File: src/rtl/imem_loader.sv
// imem_loader: framed byte-stream loader for the byte-wide instruction memory.
// Frame: LEN_HI, LEN_LO (word count N), 4*N payload bytes, XOR checksum byte.
// Payload bytes are written to consecutive addresses starting at 0. The
// processor is held while a load is in flight or after an aborted load.
module imem_loader #(
  parameter int MEM_BYTES = 1024,
  parameter int ADDR_W    = 32
) (
  input  logic              clk,
  input  logic              rst,
  input  logic              start,
  input  logic [7:0]        byte_in,
  input  logic              byte_valid,
  output logic              byte_ready,
  output logic              mem_we,
  output logic [ADDR_W-1:0] mem_addr,
  output logic [7:0]        mem_wdata,
  output logic              cpu_hold,
  output logic              done,
  output logic              error,
  output logic [15:0]       words_loaded
);

  // One spare bit so the byte counter can also hold MEM_BYTES itself.
  localparam int CNT_W = $clog2(MEM_BYTES) + 1;

  typedef enum logic [2:0] {
    IDLE,
    S_LENH,
    S_LENL,
    S_DATA,
    S_CHK,
    DONE,
    ERR
  } state_t;

  state_t           state;
  state_t           state_nxt;
  logic [7:0]       len_hi;
  logic [15:0]      len_words;    // N of the frame in progress
  logic [CNT_W-1:0] byte_cnt;     // address of the next payload byte
  logic [CNT_W-1:0] last_idx;     // address of the final payload byte, 4*N-1
  logic [7:0]       csum;         // running XOR of payload bytes

  logic             xfer;
  logic             start_ok;
  logic [15:0]      len_frame;    // N as formed from the current LEN_LO byte
  logic [17:0]      len_bytes;    // 4*N, wide enough for N = 0xFFFF
  logic             len_overflow;

  assign xfer         = byte_valid && byte_ready;
  assign start_ok     = start && (state inside {IDLE, DONE, ERR});
  assign len_frame    = {len_hi, byte_in};
  assign len_bytes    = {len_frame, 2'b00};
  assign len_overflow = len_bytes > 18'(MEM_BYTES);

  // Next-state decode of the load sequencer.
  always_comb begin
    // NOTE: default assignment first so every path drives state_nxt and no latch is inferred.
    state_nxt = state;
    case (state)
      IDLE, DONE, ERR: if (start) state_nxt = S_LENH;
      S_LENH:          if (xfer) state_nxt = S_LENL;
      S_LENL: begin
        if (xfer) begin
          if (len_overflow)         state_nxt = ERR;
          else if (len_frame == '0) state_nxt = S_CHK;
          else                      state_nxt = S_DATA;
        end
      end
      S_DATA:          if (xfer && (byte_cnt == last_idx)) state_nxt = S_CHK;
      S_CHK:           if (xfer) state_nxt = (byte_in == csum) ? DONE : ERR;
      default:         state_nxt = IDLE;
    endcase
  end

  // State register, datapath and registered outputs.
  always_ff @(posedge clk or negedge rst) begin
    if (!rst) begin
      state        <= IDLE;
      byte_ready   <= 1'b0;
      cpu_hold     <= 1'b0;
      mem_we       <= 1'b0;
      mem_addr     <= '0;
      mem_wdata    <= '0;
      done         <= 1'b0;
      error        <= 1'b0;
      words_loaded <= '0;
      len_hi       <= '0;
      len_words    <= '0;
      byte_cnt     <= '0;
      last_idx     <= '0;
      csum         <= '0;
    end else begin
      // NOTE: non-blocking assignments throughout so every register samples pre-edge values.
      state      <= state_nxt;
      byte_ready <= state_nxt inside {S_LENH, S_LENL, S_DATA, S_CHK};
      cpu_hold   <= state_nxt inside {S_LENH, S_LENL, S_DATA, S_CHK, ERR};
      mem_we     <= (state == S_DATA) && xfer;

      if (start_ok) begin
        done     <= 1'b0;
        error    <= 1'b0;
        byte_cnt <= '0;
        csum     <= '0;
      end

      case (state)
        S_LENH: if (xfer) len_hi <= byte_in;
        S_LENL: begin
          if (xfer) begin
            len_words <= len_frame;
            last_idx  <= CNT_W'(len_bytes - 18'd1);
            // Overflow aborts before any payload byte is written.
            if (len_overflow) error <= 1'b1;
          end
        end
        S_DATA: begin
          if (xfer) begin
            mem_addr  <= ADDR_W'(byte_cnt);
            mem_wdata <= byte_in;
            byte_cnt  <= byte_cnt + 1'b1;
            csum      <= csum ^ byte_in;
          end
        end
        S_CHK: begin
          if (xfer) begin
            if (byte_in == csum) begin
              done         <= 1'b1;
              words_loaded <= len_words;
            end else begin
              error <= 1'b1;
            end
          end
        end
        default: ;
      endcase
    end
  end

endmodule

File: config.mk
export PLATFORM = sky130hd
export DESIGN_NAME = imem_loader
export DESIGN_NICKNAME = d
export VERILOG_FILES = /design/src/rtl/imem_loader.sv
export SDC_FILE = /design/constraint.sdc
export NUM_CORES = 1
export LEC_CHECK = 0
export CAP_MARGIN = 10
export CORE_AREA = 8 8 117 119
export CTS_CLUSTER_DIAMETER = 50
export DETAILED_ROUTE_END_ITERATION = 12
export DIE_AREA = 0 0 125 127
export GPL_TIMING_DRIVEN = 0
export HOLD_SLACK_MARGIN = 0.1
export MAX_ROUTING_LAYER = met4
export PLACE_DENSITY_LB_ADDON = 0.15
export SLEW_MARGIN = 10
export SYNTH_ARGS = -nofsm -noshare
export SYNTH_HDL_FRONTEND = slang
export SYNTH_SLANG_ARGS = --single-unit
File: constraint.sdc
create_clock -name clk -period 2.35 [get_ports clk]
set_clock_uncertainty 0.1 [all_clocks]
set_input_delay 0.47 -clock clk [delete_from_list [all_inputs] [get_ports clk]]
set_output_delay 0.47 -clock clk [all_outputs]
set_load 0.02 [all_outputs]
# Word level (Yosys, flattened, before mapping)
# Index checks and enable logic that the tools add are counted.
# totals
in_bits	12
out_inout_bits	61
wordCells	70
register_bits	97
# op_classes
mux	25
addsub	2
n_eq_ne	13
n_bitwise	1
reduce_logical	14
order_cmp	1
# ops
operator	count
11-bit 2-to-1 mux	3
8-bit 2-to-1 mux	3
3-bit 2-to-1 mux	7
18-bit by 11-bit greater-than comparator with 1-bit output, second input constant	1
16-bit zero test	1
3-bit == test, second input constant	5
3-bit one-hot mux with 5 select lines	1
3-bit by 2-bit == test with 1-bit output, second input constant	4
11-bit by 1-bit adder with 11-bit output, second input constant	1
11-bit == test	1
11-bit by 1-bit subtractor with 11-bit output, second input constant	1
1-bit 2-to-1 mux	9
8-bit == test	1
8-bit bitwise XOR	1
3-bit by 1-bit == test with 1-bit output, second input constant	2
2-bit AND reduction	3
5-bit nonzero test	1
1-bit logical AND	4
4-bit nonzero test	1
3-bit zero test	1
3-bit AND reduction	1
3-bit nonzero test	1
3-bit OR reduction	1
2-bit 2-to-1 mux	1
1-bit one-hot mux with 2 select lines	1

# Depth between registers and ports, before layout
# logic_depth
ltp_word	7
depth_mapped	9
mapped_depth_nobuf	7

# Least setup slack after synthesis
# OpenSTA, ideal clock, no wires.
# synth_path
kind	input to register
start	input port byte_in[3]
end	register words_loaded[10]
arrival_time_ns	1.900
path_buffers	3
required_time_ns	2.125
setup_time_ns	0.125
cell_stages	7
path_slack_ns	0.225
cell_sequence	clkbuf_1 > xnor2_1 > nand4_1 > or3_1 > buf_6 > buf_6 > mux2_4
# synth_via
elab_chain_cells	2
# synth_lines
item	line	text
from (decl)	12	input logic [7:0] byte_in,
8-bit == test	128	if (byte_in == csum) begin
3-bit AND reduction (no source line)	-	
to (signal assigned)	130	words_loaded <= len_words;
to (decl)	21	output logic [15:0] words_loaded
# Every way passes these cells.
# A chain may end at the register's enable or synchronous reset.

# Worst setup path after layout
# layout_path
start	input port byte_in[3]
end	register words_loaded[9]
# The elaborated chain is that of the path after synthesis.

==> out/metrics.cfg <==
[run_status]
status = complete, no violations

[routing]
drt-wirelength-per-cell_um = 14.9
antenna_left = 0
vias = 3265
first_iter_violations = 153
drc_errors = 0
firstDrtPassIters = 4
viasPerCell = 4.80
wl_um = 10100

[worst_setup_path]
crit_arrival_ns = 2.25
worstPathCellList = clkbuf_1, xnor2_1, nand4_1, or3_1, buf_6, buf_6, mux2_4
crit_path_end_kind = flop
start_kind = primary input
reg2reg_slack_ns = 0.24
path_class = primary input to flop
critPathRequiredTime_ns = 2.47
reg2reg_depth = 6
crit_path_max_fanout = 10
crit_top_cell = buf_6
max_stage_delay_ns = 0.40
critPathSlowestCell = or3_1
r2r_start = byte_ready$_DFF_PN0_
rr_endpoint = words_loaded[9]$_DFFE_PN0P_

[job]
maxCapViolCount = 0

[pwr]
p_comb_share_pct = 30.7
power_density_nw_per_um2 = 1030
p_clk_share_pct = 26.2
vdd_drop_max_mv = 0.532
seq_power_share_pct = 43.1
switching_share_pct = 33.9
switchingPower_mw = 1.95
power.internal_mw = 3.79
total_power_mw = 5.73
leakage_nw = 2.69

[layout]
nets = 543
fillCellCount = 1129
num_antenna_cells = 0
area_growth_pct = 23.9
layout-drive-gt1-share_pct = 15.6
fin_cells = 680
stdcell_area_um2 = 5550

[global_routing]
grt_pass1_vias = 3452
antenna_found_initial = 0
overflow = 0
grt_max_degree = 64
grt_pass1_wl_um = 17400
grt.total_usage_pct = 13.8

[timing]
period_share_pct = 90.6
fin_tns_setup_ns = 0
max_slew_margin_pct = 54.7
hold_violations = 0
fmax_mhz = 470
rsz0062_at_grt = no
setup_viol = 0
slew_violations = 0
min_period_ns = 2.13
tightest_slew_ns = 0.676

[clocking]
cts_max_path_buffers = 2
numCtsBuffers = 9
cts_tree = built
post_cts_buffers = 0
h-tree-depth = 3
worst_skew_pair.late_latency_ns = 0.34
cts_root_buffer = clkbuf_16
path_clk_slew_ns = 0.06
clock-sinks = 96

[place]
dpl_cell_area_um2 = 5210
dp.cells = 663
gp_congestion = 0.835
port_buffers = 45
dp_hpwl_um = 7450

[floorplan]
die_h_um = 127
initial_core_util_pct = 37.9
fp.coreArea_um2 = 11800
rows = 40
die_x_um = 125
ioPinCount = 73
die_area_um2 = 15900

[min_path]
holdPathStages = 3
min_to = len_words[4]$_DFFE_PN0P_
min_from = byte_in[4]
hold_class = primary input to flop

[logic_synthesis]
syn_inst = 450
yosysUniqueCellTypes = 42
synth_seq_area_share_pct = 53.7
postSynthAreaPerCell_um2 = 9.95
dominantRegCellSynth = dfrtp_1
ys_ff_latch = 96
ys_async_sr_fraction_pct = 100
yosys_warnings = 0
syn_area_um2 = 4480
synth_edf_count = 0

layout make-up:
cell class	count	area (um2)	area share (%)
Buffer	44	283	5.10
Multi-Input combinational cell	325	1860	33.6
Inverter	5	18.8	0.338
Clock buffer	12	256	4.63
Clock inverter	4	51.3	0.925
Timing Repair Buffer	47	485	8.75
Tap cell	147	184	3.32
Sequential cell	96	2400	43.3
critical path: cells and delay by family:
family,cells,cell delay (ns)
buf+inv,3,0.70
simple gates,2,0.60
mux,1,0.30
xor+xnor,1,0.18
routing by layer:
metal | global-route usage [%] | routed length, um | vias to the layer above
li1 | - | - | 1600
met1 | 17.6 | 4930 | 1593
met2 | 21.5 | 4690 | 63
met3 | 3.12 | 412 | 9
met4 | 4.37 | 104 | 0
met5 | - | 0 | -
placed cells by master, fill, tap and decap left out, types with 13 or more instances in the layout:
cell / n
dfrtp_1: 96
buf_4: 24
nand2_1: 118
conb_1: 21
xor2_1: 20
o21ai_0: 22
xnor2_1: 13
nor2_1: 34
mux2_2: 15
clkdlybuf4s50_1: 41
metrics by stage:
| step | worst slack, ns | hold WS, ns | util [%] |
|---|---|---|---|
| finish | 0.221 | 0.296 | 46.9 |
| global placement | -3.01 | 0.363 | 43.9 |
| global route | 0.0310 | 0.301 | 46.9 |
| detailed placement | -0.376 | 0.357 | 44.1 |
| floorplan | 0.225 | 0.0744 | - |
| CTS | -0.00762 | 0.279 | 46.8 |
cell families (layout without fill, tap and decap cells):
group | Yosys count | count (layout) | share of synthesized area, %
buffers and inverters | 49 | 112 | 6.71
multiplexers | 24 | 24 | 6.79
flip-flops | 96 | 96 | 53.7
AO/OA/AOI/OAI | 51 | 51 | 6.85
AND/OR/NAND/NOR | 193 | 193 | 18.6
adder cells (fa/ha/maj) | 3 | 3 | 0.839
other | 1 | 21 | 0.0838
XOR/XNOR | 33 | 33 | 6.46
worst max-delay path by stage:
stage	start	end	cells past startpoint
after global placement	rst	mem_wdata[3]$_DFFE_PN0P_	1
after global routing	state[2]$_DFF_PN0_	mem_addr[1]$_DFFE_PN0P_	9
after floorplan	byte_in[3]	words_loaded[10]$_DFFE_PN0P_	7
after CTS	state[2]$_DFF_PN0_	mem_addr[5]$_DFFE_PN0P_	9
final	byte_in[3]	words_loaded[9]$_DFFE_PN0P_	7
after detailed placement	byte_in[1]	words_loaded[9]$_DFFE_PN0P_	7
power groups by stage:
| stage | clock network (mW) | logic (mW) | registers (mW) |
|---|---|---|---|
| after floorplan | 0 | 1.09 | 2.55 |
| after global placement | 0 | 1.71 | 2.49 |
| after detailed placement | 0 | 1.75 | 2.50 |
| after CTS | 1.54 | 1.77 | 2.48 |
| after global routing | 1.60 | 1.99 | 2.54 |
| final | 1.50 | 1.76 | 2.47 |
flip-flops by register name, summed over array words and instances, names as in the netlist, 3 cells and up:
signal        flops
byte_cnt         11
csum              8
last_idx         10
len_hi            8
len_words        16
mem_addr         11
mem_wdata         8
state             3
words_loaded     16
repair_timing:
action	in CTS	in global routing
resized for setup	3	6
hold buffers	1	0
endpoints found under the setup margin	13	40
endpoints found under the hold margin	33	0
cell usage after synthesis, types with 2 or more instances:
cell type	instances	area [um2]
a22oi_1	2	15.0
dfrtp_1	96	2400
ha_1	3	37.5
xnor2_1	13	114
buf_2	6	30.0
and3_1	2	12.5
nor4_1	3	18.8
nor2_1	34	128
buf_4	23	173
o22ai_1	2	12.5
clkbuf_1	12	45.0
nand2_1	118	443
o31ai_1	3	22.5
buf_6	3	33.8
or3_1	4	25.0
nand4_1	7	43.8
a21oi_1	11	55.1
mux2_2	15	169
xor2_1	20	175
mux2_4	9	135
nand2b_1	2	12.5
o211ai_1	3	22.5
nor2b_1	2	12.5
a2bb2oi_1	2	17.5
nand3_1	8	40.0
nor3_1	6	30.0
inv_1	5	18.8
o21ai_0	22	110
(Power assumes the default switching activity.)
==> edit (same flow settings) <==
Make the reset (`rst`) synchronous in one clocked block.
--- a/src/rtl/imem_loader.sv
+++ b/src/rtl/imem_loader.sv
@@ -77,3 +77,3 @@
   // State register, datapath and registered outputs.
-  always_ff @(posedge clk or negedge rst) begin
+  always_ff @(posedge clk) begin
     if (!rst) begin
Check against the original RTL: differs if rst is asserted again (counterexample within 4 cycles, from zero or initial values and one cycle with rst low); with rst held inactive, the same outputs for 10 cycles.
==> edit against the original RTL <==
- wire length up 7.5%
- global-route usage is 0.50 points higher
- area after synthesis fell by 3.7%
- worst setup slack got worse by 190 ps
- final cell count is 11% higher
- non-clock buffer count increased by 10
- cell area is 2.8% lower
- sequential cell count unchanged
- critical path type is now flip-flop to flip-flop
- critical endpoint is now byte_ready
- highest routed layer unchanged
Power is not compared: it rests on default switching activity, and its combinational part moved more than twofold at a synthesized area within 25%.
==> edit: results (changes against the original RTL) <==
.. list-table::
   :header-rows: 1

   * - Metric
     - Value
   * - Critical path's top delay family
     - simple AND/OR/NAND/NOR gates
   * - Post-synthesis area per instance
     - 8.16 um^2 (-18%)
   * - Async S/R FF share, synth
     - 0% (-100 points)
   * - Post-Layout Cell Count
     - 757 (+11%)
   * - Commonest register cell after synthesis
     - sky130_fd_sc_hd__dfxtp_1
   * - Synthesized-area fraction occupied by xor and xnor cells
     - 4.27% (-2.2 points)
   * - R2r worst-path depth
     - 7 (+1)
   * - Global Route Usage Sum
     - 14.3% (+0.50 points)
   * - Maximum number of pins on one net before global-route repair
     - 16 (-75%)
   * - Drt initial violations
     - 159 (+3.9%)
   * - Worst setup timing slack at the placement stage
     - -823 ps (-447 ps)
   * - Maximum root-to-sink buffer count
     - 2 (unchanged)
   * - Share of synthesized area spent on multiplexers
     - 4.64% (-2.1 points)
   * - Slew Limit Headroom
     - 64.0% (+9.3 points)
   * - Routing usage on met1
     - 16.7% (-0.86 points)
   * - Placed Area
     - 5020 um^2 (-3.7%)
   * - Post-DP HPWL
     - 8150 um (+9.4%)
   * - Status
     - complete, no violations
   * - Length of the first detailed-routing pass in iterations
     - 4 (unchanged)
   * - GRT met3 Usage
     - 3.16% (+0.042 points)
   * - Reg2Reg Launch Point
     - len_hi[2]
   * - Critical path data arrival time
     - 2460 ps (+210 ps)
   * - End of the worst register-to-register path
     - byte_ready
   * - Detailed-route via count
     - 3708 (+14%)
   * - Max FO, Critical Path
     - 4 (-6)
   * - Leakage component of the power
     - 0.00218 uW
   * - Utilization after layout
     - 45.6% (-1.3 points)
   * - Synth cell types
     - 51 (+21%)
   * - Slowest cell on crit path
     - sky130_fd_sc_hd__or4_4
   * - Sequential area share after synthesis
     - 44.6% (-9.1 points)
   * - Wire length of the first global-routing pass
     - 18100 um (+3.6%)
   * - Share of the synthesized area in compound gates (AO/OA/AOI/OAI)
     - 15.0% (+8.2 points)
   * - Metal2 WL
     - 5290 um (+13%)
   * - Crit path largest cell delay
     - 550 ps (+150 ps)
   * - Routability Congestion
     - 0.842 (+0.85%)
   * - Proportion of layout cells with a drive suffix above 1
     - 11.5% (-4.1 points)
   * - Adder-cell area share of the yosys netlist
     - 0.871% (+0.032 points)
   * - Endpoint of the worst hold path
     - mem_wdata[2]
   * - WHS
     - 330 ps (+34.4 ps)
   * - Worst-case register-to-register setup slack
     - 30 ps (-210 ps)
[edit: cell count changes after synthesis, sizes merged, moves of 20 or more]
cell   unedited run  this run
mux2i             0        20
mux2             24         0
a21oi            11        53
dfrtp            96         0
dfxtp             0        96
nand2           119        94
nor2             34        71
[edit: kinds of logic after synthesis]
family | count (synthesis)
AO/OA/AOI/OAI | 107
XOR/XNOR | 21
adder cells (fa/ha/maj) | 3
buffers and inverters | 62
flip-flops | 96
multiplexers | 20
other | 1
AND/OR/NAND/NOR | 218
[edit: cell type report]
cell class,instances,area share [%]
Buffer,55,5.90
Clock buffer,12,4.94
Clock inverter,4,1.39
Inverter,7,0.487
Multi-Input combinational cell,390,39.8
Sequential cell,96,35.7
Tap cell,147,3.41
Timing Repair Buffer,46,8.38
[edit: what timing repair did]
item / CTS / global route
hold buffers: 0 / 0
pin swaps: 1 / 0
setup buffers: 1 / 0
gates resized for setup: 5 / 14
cloned: 0 / 0
setup endpoints to repair: 28 / 52
[edit: how the worst max path moves through the flow]
stage,startpoint,to,slack [ps]
6_report,len_hi[2],byte_ready,30
4_1_cts,len_hi[2],byte_ready,20
5_1_grt,len_hi[2],byte_ready,-80
3_3_place_gp,byte_in[4],words_loaded[13],-810
3_5_place_dp,byte_in[4],words_loaded[9],-820
2_1_floorplan,byte_in[3],byte_ready,80
[edit: where the power goes]
part / leakage (uW) / switching [uW] / internal [uW] / total, uW
Clock: 0.000161 / 602 / 1020 / 1620
Sequential: 0.000774 / 10.5 / 1640 / 1650
Combinational: 0.00125 / 184 / 103 / 287
[edit: tightest hold or removal path: cells and delay by family]
| kind | cells | cell delay, ps |
|---|---|---|
| buffers and inverters | 1 | 130 |
| and+or+nand+nor | 1 | 60 |
| AOI/OAI and AO/OA | 1 | 50 |
